File: config.mk
export PLATFORM = sky130hd
export DESIGN_NAME = button_event_decoder
export DESIGN_NICKNAME = d
export VERILOG_FILES = /design/src/rtl/button_event_pkg.sv /design/src/rtl/ms_tick_gen.sv /design/src/rtl/button_event_decoder.sv
export SDC_FILE = /design/constraint.sdc
export NUM_CORES = 1
export LEC_CHECK = 0
export ABC_AREA = 1
export CORE_MARGIN = 4
export CORE_UTILIZATION = 55
export CTS_CLUSTER_DIAMETER = 120
export CTS_CLUSTER_SIZE = 10
export DETAILED_ROUTE_END_ITERATION = 6
export PLACE_DENSITY = 0.73
export SYNTH_ARGS = -nofsm -noshare
export SYNTH_HDL_FRONTEND = slang
export SYNTH_SLANG_ARGS = --single-unit
File: constraint.sdc
create_clock -name clk_i -period 2 [get_ports clk_i]
set_input_delay 0.2 -clock clk_i [delete_from_list [all_inputs] [get_ports clk_i]]
set_output_delay 0.2 -clock clk_i [all_outputs]
set_load 0.02 [all_outputs]
File: src/rtl/button_event_pkg.sv
// Shared state type and elaboration-time helpers for the push-button event decoder.
package button_event_pkg;

    typedef enum logic [2:0] {
        ST_IDLE,
        ST_PRESS1,
        ST_WAIT2,
        ST_PRESS2,
        ST_LONG
    } state_e;

    function automatic int cycles_per_ms(input int clk_freq);
        return clk_freq / 1000;
    endfunction

    function automatic int max3(input int a, input int b, input int c);
        int m;
        m = (a > b) ? a : b;
        return (m > c) ? m : c;
    endfunction

endpackage

File: src/rtl/ms_tick_gen.sv
// Millisecond prescaler: tick_o is high for one cycle every CyclesPerMs cycles,
// phase-aligned to the most recent clear_i.
module ms_tick_gen #(
    parameter int CyclesPerMs = 100_000
) (
    input  logic clk_i,
    input  logic rst_i,
    input  logic clear_i,
    output logic tick_o
);

    localparam int PW = $clog2(CyclesPerMs);
    localparam logic [PW-1:0] Last = PW'(CyclesPerMs - 1);

    logic [PW-1:0] presc_q;

    always_ff @(posedge clk_i) begin
        if (rst_i || clear_i) begin
            presc_q <= '0;
        end else if (presc_q == Last) begin
            presc_q <= '0;
        end else begin
            presc_q <= presc_q + 1'b1;
        end
    end

    assign tick_o = (presc_q == Last);

endmodule

File: src/rtl/button_event_decoder.sv
// Turns a debounced button level into short / double / long / repeat pulses.
// state     | meaning
// ST_IDLE   | button released, nothing pending
// ST_PRESS1 | first press held, timing toward long press
// ST_WAIT2  | first press released, waiting for a second click
// ST_PRESS2 | second press held, double click unless held long
// ST_LONG   | long press in progress, auto-repeat running
module button_event_decoder
    import button_event_pkg::*;
#(
    parameter int ClkFreq       = 100_000_000,
    parameter int LongPressMs   = 800,
    parameter int DoubleClickMs = 250,
    parameter int RepeatMs      = 100,
    parameter bit RepeatEn      = 1'b1
) (
    input  logic clk_i,
    input  logic rst_i,
    input  logic level_i,
    output logic short_o,
    output logic double_o,
    output logic long_o,
    output logic repeat_o,
    output logic busy_o
);

    localparam int Cpm   = cycles_per_ms(ClkFreq);
    localparam int MaxMs = max3(LongPressMs, DoubleClickMs, RepeatMs);
    localparam int MsW   = $clog2(MaxMs + 1);

    // Expiry fires on the tick that completes the final millisecond.
    localparam logic [MsW-1:0] LongLast   = MsW'(LongPressMs - 1);
    localparam logic [MsW-1:0] DoubleLast = MsW'(DoubleClickMs - 1);
    localparam logic [MsW-1:0] RepeatLast = MsW'(RepeatMs - 1);

    state_e         state_q, state_d;
    logic           level_q;
    logic           rise, fall;
    logic           tick, timer_clear, restart;
    logic [MsW-1:0] ms_q;
    logic           long_exp, dbl_exp, rep_exp;
    logic           short_d, double_d, long_d, repeat_d;

    assign rise = level_i & ~level_q;
    assign fall = ~level_i & level_q;

    ms_tick_gen #(.CyclesPerMs(Cpm)) u_tick (
        .clk_i   (clk_i),
        .rst_i   (rst_i),
        .clear_i (timer_clear),
        .tick_o  (tick)
    );

    always_ff @(posedge clk_i) begin
        if (rst_i || timer_clear) begin
            ms_q <= '0;
        end else if (tick && (ms_q != '1)) begin
            ms_q <= ms_q + 1'b1;
        end
    end

    assign long_exp = tick && (ms_q == LongLast);
    assign dbl_exp  = tick && (ms_q == DoubleLast);
    assign rep_exp  = tick && (ms_q == RepeatLast);

    // Edges are tested first so they win over a coincident timer expiry.
    always_comb begin
        state_d  = state_q;
        short_d  = 1'b0;
        double_d = 1'b0;
        long_d   = 1'b0;
        repeat_d = 1'b0;
        restart  = 1'b0;
        unique case (state_q)
            ST_IDLE: begin
                if (rise) state_d = ST_PRESS1;
            end
            ST_PRESS1: begin
                if (fall) begin
                    state_d = ST_WAIT2;
                end else if (long_exp) begin
                    long_d  = 1'b1;
                    state_d = ST_LONG;
                end
            end
            ST_WAIT2: begin
                if (rise) begin
                    state_d = ST_PRESS2;
                end else if (dbl_exp) begin
                    short_d = 1'b1;
                    state_d = ST_IDLE;
                end
            end
            ST_PRESS2: begin
                if (fall) begin
                    double_d = 1'b1;
                    state_d  = ST_IDLE;
                end else if (long_exp) begin
                    long_d  = 1'b1;
                    state_d = ST_LONG;
                end
            end
            ST_LONG: begin
                if (fall) begin
                    state_d = ST_IDLE;
                end else if (rep_exp) begin
                    repeat_d = RepeatEn;
                    restart  = 1'b1;
                end
            end
            default: state_d = ST_IDLE;
        endcase
    end

    assign timer_clear = (state_d != state_q) || restart;

    always_ff @(posedge clk_i) begin
        if (rst_i) begin
            state_q  <= ST_IDLE;
            level_q  <= 1'b0;
            short_o  <= 1'b0;
            double_o <= 1'b0;
            long_o   <= 1'b0;
            repeat_o <= 1'b0;
        end else begin
            state_q  <= state_d;
            level_q  <= level_i;
            short_o  <= short_d;
            double_o <= double_d;
            long_o   <= long_d;
            repeat_o <= repeat_d;
        end
    end

    assign busy_o = (state_q != ST_IDLE);

endmodule

Yosys cells after proc, flatten, opt, wreduce, memory -nomap -nowiden --
Cells that the tools add are included.
Storage, ports and cells: flip-flop bits (word level) 35, bits in latches 0, memory bits (writable) 0, ROM bits 0, bits of input ports 3, output and inout bits 5, word-level logic and storage cells 54, memories kept 0
Operators by class: add/subtract/negate cells 2, multipliers 0, div/mod/pow operators 0, $lt $le $gt $ge 0, eq/ne operators 10, shift-type cells 0, muxes and demuxes 14, bitwise gates (word level) 7, reductions and logical operators 13
Operators by type and width (number):
- 3-bit 2-to-1 mux | 7
- 17-bit by 1-bit adder with 17-bit output (second input constant) | 1
- 17-bit == test (second input constant) | 1
- 3-bit case mux with 5 select lines | 1
- 10-bit by 1-bit adder with 10-bit output (second input constant) | 1
- 10-bit == test (second input constant) | 1
- 10-bit by 7-bit == test with 1-bit output (second input constant) | 1
- 10-bit by 8-bit == test with 1-bit output (second input constant) | 1
- 10-bit inequality test (second input constant) | 1
- 3-bit by 2-bit == test with 1-bit output (second input constant) | 2
- 1-bit 2-to-1 mux | 6
- 2-bit OR reduction | 3
- 3-bit OR reduction | 2
- 1-bit NOT | 5
- 1-bit logical AND | 4
- 3-bit by 1-bit == test with 1-bit output (second input constant) | 1
- 3-bit == test (second input constant) | 1
- 3-bit zero test | 1
- 3-bit inequality test | 1
- 3-bit nonzero test | 1
- 1-bit AND | 2
- 1-bit logical OR | 2

Longest topological paths before layout --
depth after elaboration 9, mapped depth 13, gate-level depth less buffers 12

Modules after synthesis --
A second synthesis with hierarchy kept.
Second synthesis, totals: cells, all modules 292, area total of the unflattened synthesis 1970.6 um2
By module, submodules not included:
- button_event_decoder | instances 1, cells an instance 152, area each 1022.2 um2, seq. area each 360.3 um2
- ms_tick_gen | instances 1, cells an instance 140, area each 948.4 um2, seq. area each 340.3 um2

Least setup slack after synthesis --
No wires, ideal clock.
kind reg2reg, start register u_tick.presc_q[0], end register u_tick.presc_q[16], setup time 0.116 ns, arrival time 1.550 ns, required time 1.884 ns, path slack 0.333 ns, cell stages (with the launch flop) 14, buffers on the path 1, period minus slack after synthesis 1.667 ns, cells stage by stage dfxtp_1 ha_1 nand2_2 nor2_4 nand2_1 nor2_2 nand2_1 nand2_1 nand2_1 nand2_2 nand3_2 nand3_4 buf_12 nor2_2
On the way: longest elaborated chain between the ends 9, elaborated cells on any way between the ends 18, those cells by class add/sub: 1; eq/ne: 2; mux: 9; reduce/logical: 6
Ends and longest elaborated chain:
- from (decl) | line ms_tick_gen.sv:15 | logic [PW-1:0] presc_q;
- from (signal assigned) | line ms_tick_gen.sv:23 | presc_q <= presc_q + 1'b1;
- 17-bit == test | line ms_tick_gen.sv:20, ms_tick_gen.sv:27
- 1-bit logical AND, on equally long branches | line button_event_decoder.sv:62, button_event_decoder.sv:63
- 3-bit 2-to-1 mux, on equally long branches | line button_event_decoder.sv:81, button_event_decoder.sv:98, button_event_decoder.sv:89
- 3-bit 2-to-1 mux, on equally long branches | line button_event_decoder.sv:95, button_event_decoder.sv:79, button_event_decoder.sv:87
- 3-bit case mux with 5 select lines | line button_event_decoder.sv:74 | unique case (state_q)
- 3-bit inequality test | line button_event_decoder.sv:115 | assign timer_clear = (state_d != state_q) || restart;
- 1-bit logical OR | line button_event_decoder.sv:115
- 1-bit logical OR | line ms_tick_gen.sv:18 | if (rst_i || clear_i) begin
- 2-bit OR reduction (no source line)
Parallel ways exist; a longest one is shown, timed or not. A chain may end at the register's enable or synchronous reset.

Final worst setup path --
start register u_tick.presc_q[0], end register ms_q[2]
On the way: longest elaborated chain between the ends 8, elaborated cells on any way between the ends 17, those cells by class eq/ne: 2; mux: 9; reduce/logical: 6
Ends and longest elaborated chain:
- 17-bit == test * | line ms_tick_gen.sv:27 | assign tick_o = (presc_q == Last);
- 1-bit logical AND, on equally long branches | line button_event_decoder.sv:62, button_event_decoder.sv:63
- 3-bit 2-to-1 mux, on equally long branches | line button_event_decoder.sv:81, button_event_decoder.sv:98, button_event_decoder.sv:89
- 3-bit 2-to-1 mux, on equally long branches | line button_event_decoder.sv:95, button_event_decoder.sv:79, button_event_decoder.sv:87
- 3-bit case mux with 5 select lines | line button_event_decoder.sv:74
- 3-bit inequality test | line button_event_decoder.sv:115
- 1-bit logical OR | line button_event_decoder.sv:115
- 1-bit logical OR | line button_event_decoder.sv:55 | if (rst_i || timer_clear) begin
- to (signal assigned) | line button_event_decoder.sv:58 | ms_q <= ms_q + 1'b1;
- to (decl) | line button_event_decoder.sv:40 | logic [MsW-1:0] ms_q;
Every way passes the cells marked *; elsewhere a longest branch is shown, timed or not.

==> out/qor.yml <==
firstDrtPassIters: 4
hold_ws_ps: 463
die-area_um2: 4580
critPathKind: "flop to flop"
fin_nets: 302
htree_levels: 2
antenna_found_initial: 0
syn_area_um2: 1960
vias: 1697
numCtsBuffers: 5
setup.worst_path.end_class: "flop"
wirelength_um: 3620
syn_to_final_growth_pct: 12.5
fin_crit_ps: 1840
io_pins: 8
p_int_uw: 941
clk_latency_ps: 330
cts-root-buf: "clkbuf_4"
arrival_ps: 2120
ys_warn_count: 0
cts_setup_buffers: 0
report.final.setup_viol: 0
p_sw_frac: 0.232
synth_seq_cells: 35
holdCritStartpoint: "u_tick.presc_q[0]$_SDFF_PP0_"
rsz0062_at_grt: "true"
wl_per_cell_um: 10.6
cts.sinks: 35
routabilityCongestion: 0.880
grt_pass1_wl_um: 6050
fp.dieW_um: 67.7
fmax_mhz: 542
io_buffers: 7
postCtsHoldBufs: 0
die_height_um: 67.7
path_buf_inv: 0
peakVddDrop_mv: 0.391
initial_core_util: 0.578
syn_nets: 284
slew_violations: 0
cts.clk_slew.worst_paths_ps: 100
stdcell_area_um2: 2200
cp-startpoint: "u_tick.presc_q[0]$_SDFF_PP0_"
start_kind: "flop"
syn_avg_cell_area_um2: 7.04
max_slew_margin: 0.725
cpMaxStageDelayCell: "dfxtp_1"
cpMostUsedCell: "nand2_1"
synthCells: 278
setup_tns_ps: 0
ctsLongestPathBuffers: 2
finalCritPeriodShare: 0.922
p_per_area_nw_per_um2: 556
path_max_fanout: 6
met1_usage: 0.227
setup_ws_ps: 155
dp_hpwl_um: 2660
critPathRequiredTime_ps: 2270
r2r-start: "u_tick.presc_q[0]$_SDFF_PP0_"
place_ws_ps: 29.4
cp_cell_sequence: "ha_1 -> nand2_2 -> nor2_4 -> nand2_1 -> nor2_1 -> nand2_1 -> a31o_2 -> o21ai_0 -> nand2_1 -> nor2_1"
drive_gt1_frac: 0.155
comb_power_share: 0.073
p_seq_frac: 0.580
cts_tree: "built"
hp-class: "flop to flop"
tightest_slew_ps: 409
synth.yosys.seq_area_share: 0.358
clock_skew_ps: 10.8
critical-path-top-delay-family: "simple AND/OR/NAND/NOR gates"
yosysUniqueCellTypes: 22
crit_path_max_incr_delay_ps: 380
detail-route-antenna-nets: 0
drt-initial-drc-count: 77
grt_pass1_vias: 1460
power.switching_uw: 284
p_leak_uw: 0.000763
hold_violations: 0
grtUsageMet2: 0.270
drc: 0
gr-usage-met3: 0.0499
pwr-share-clk: 0.348
coreArea_um2: 3390
grt-busiest-layer: "met2"
grt_max_degree: 18
grt_overflow_total: 0
outcome: "complete, no violations"
grt_usage: 0.173
rows: 21
cap_violations: 0
diodes: 0
placed_area_um2: 2090
routed_via_density: 4.95
==> power groups by stage <==
| stage | Sequential [uW] | Combinational [uW] | Clock, uW |
|---|---|---|---|
| 6_report | 711 | 88.8 | 426 |
| 5_1_grt | 712 | 99.6 | 477 |
| 4_1_cts | 711 | 80.8 | 444 |
| 3_5_place_dp | 727 | 80.4 | 0 |
| 3_3_place_gp | 726 | 78.9 | 0 |
| 2_1_floorplan | 725 | 65.6 | 0 |
==> worst paths after layout <==
kind | to | slack (ps) | cells past startpoint
worst max-delay path | ms_q[2]$_SDFFE_PP0P_ | 160 | 10
worst min-delay path | u_tick.presc_q[0]$_SDFF_PP0_ | 460 | 1
worst max register to register | ms_q[2]$_SDFFE_PP0P_ | 160 | 10
worst min register to register | u_tick.presc_q[0]$_SDFF_PP0_ | 460 | 1
==> stage by stage <==
step | instances | util | total power (uW)
CTS | 341 | 0.636 | 1230
detailed placement | 333 | 0.616 | 807
finish | 343 | 0.650 | 1230
floorplan | 278 | - | 791
global placement | 333 | 0.616 | 805
global route | 343 | 0.650 | 1290
==> area by class of cell <==
type | count | area, um2
well taps | 46 | 57.6
inverters | 49 | 184
multi-input cells | 195 | 1100
repair buffers | 10 | 92.6
fillers | 306 | 1190
clock buffers | 8 | 68.8
flip-flops and latches | 35 | 701
==> layer usage <==
layer  up-vias  part of all wire
met1       750              0.52
met2        33              0.43
met4         0             0.011
met3         4             0.044
li1        910                 -
met5         -                 0
==> layout by cell type, fill, tap and decap left out, drive strengths merged <==
cell / n
nor2: 68
inv: 49
nand2: 44
dfxtp: 35
nand3: 26
xor2: 15
nor3: 15
nand4: 8
clkbuf: 8
clkdlybuf4s50: 7
xnor2: 6
o21ai: 5
a21oi: 3
ha: 3
buf: 3
a31oi: 1
a31o: 1
==> cell usage after synthesis <==
cell type / number / area share
buf_12: 1 / 0.010
a21oi_1: 3 / 0.0077
nand2_2: 5 / 0.016
nor2_4: 4 / 0.023
nand2_1: 39 / 0.075
xor2_1: 15 / 0.067
nand3_4: 1 / 0.0089
o21ai_0: 5 / 0.013
nand4_1: 8 / 0.026
nor3_1: 14 / 0.036
nand3_1: 21 / 0.054
ha_1: 3 / 0.019
nor2_1: 50 / 0.096
dfxtp_1: 35 / 0.36
nor2_2: 14 / 0.045
inv_2: 4 / 0.0077
nand3_2: 2 / 0.010
a31o_2: 1 / 0.0045
xnor2_1: 6 / 0.027
nor3_4: 1 / 0.0083
inv_1: 45 / 0.086
a31oi_1: 1 / 0.0032
==> flip-flops by register name, indices dropped and copies added (netlist names) <==
signal and count:
u_tick.presc_q 17, ms_q 10, state_q 3, double_o 1, level_q 1, long_o 1
repeat_o 1, short_o 1
==> repair_timing <==
action | 4_1_cts | 5_1_grt
endpoints found under the setup margin | 0 | 27
hold endpoints to repair | 0 | 0
resized for setup | 0 | 5
==> cells by family after synthesis <==
logic type               share of synthesized area
adder cells (fa/ha/maj)                     0.0192
buffers and inverters                        0.104
AO/OA/AOI/OAI                               0.0281
XOR/XNOR                                    0.0939
flip-flops                                   0.358
AND/OR/NAND/NOR                              0.397
No activity file was read; power rests on OpenSTA's default activity.
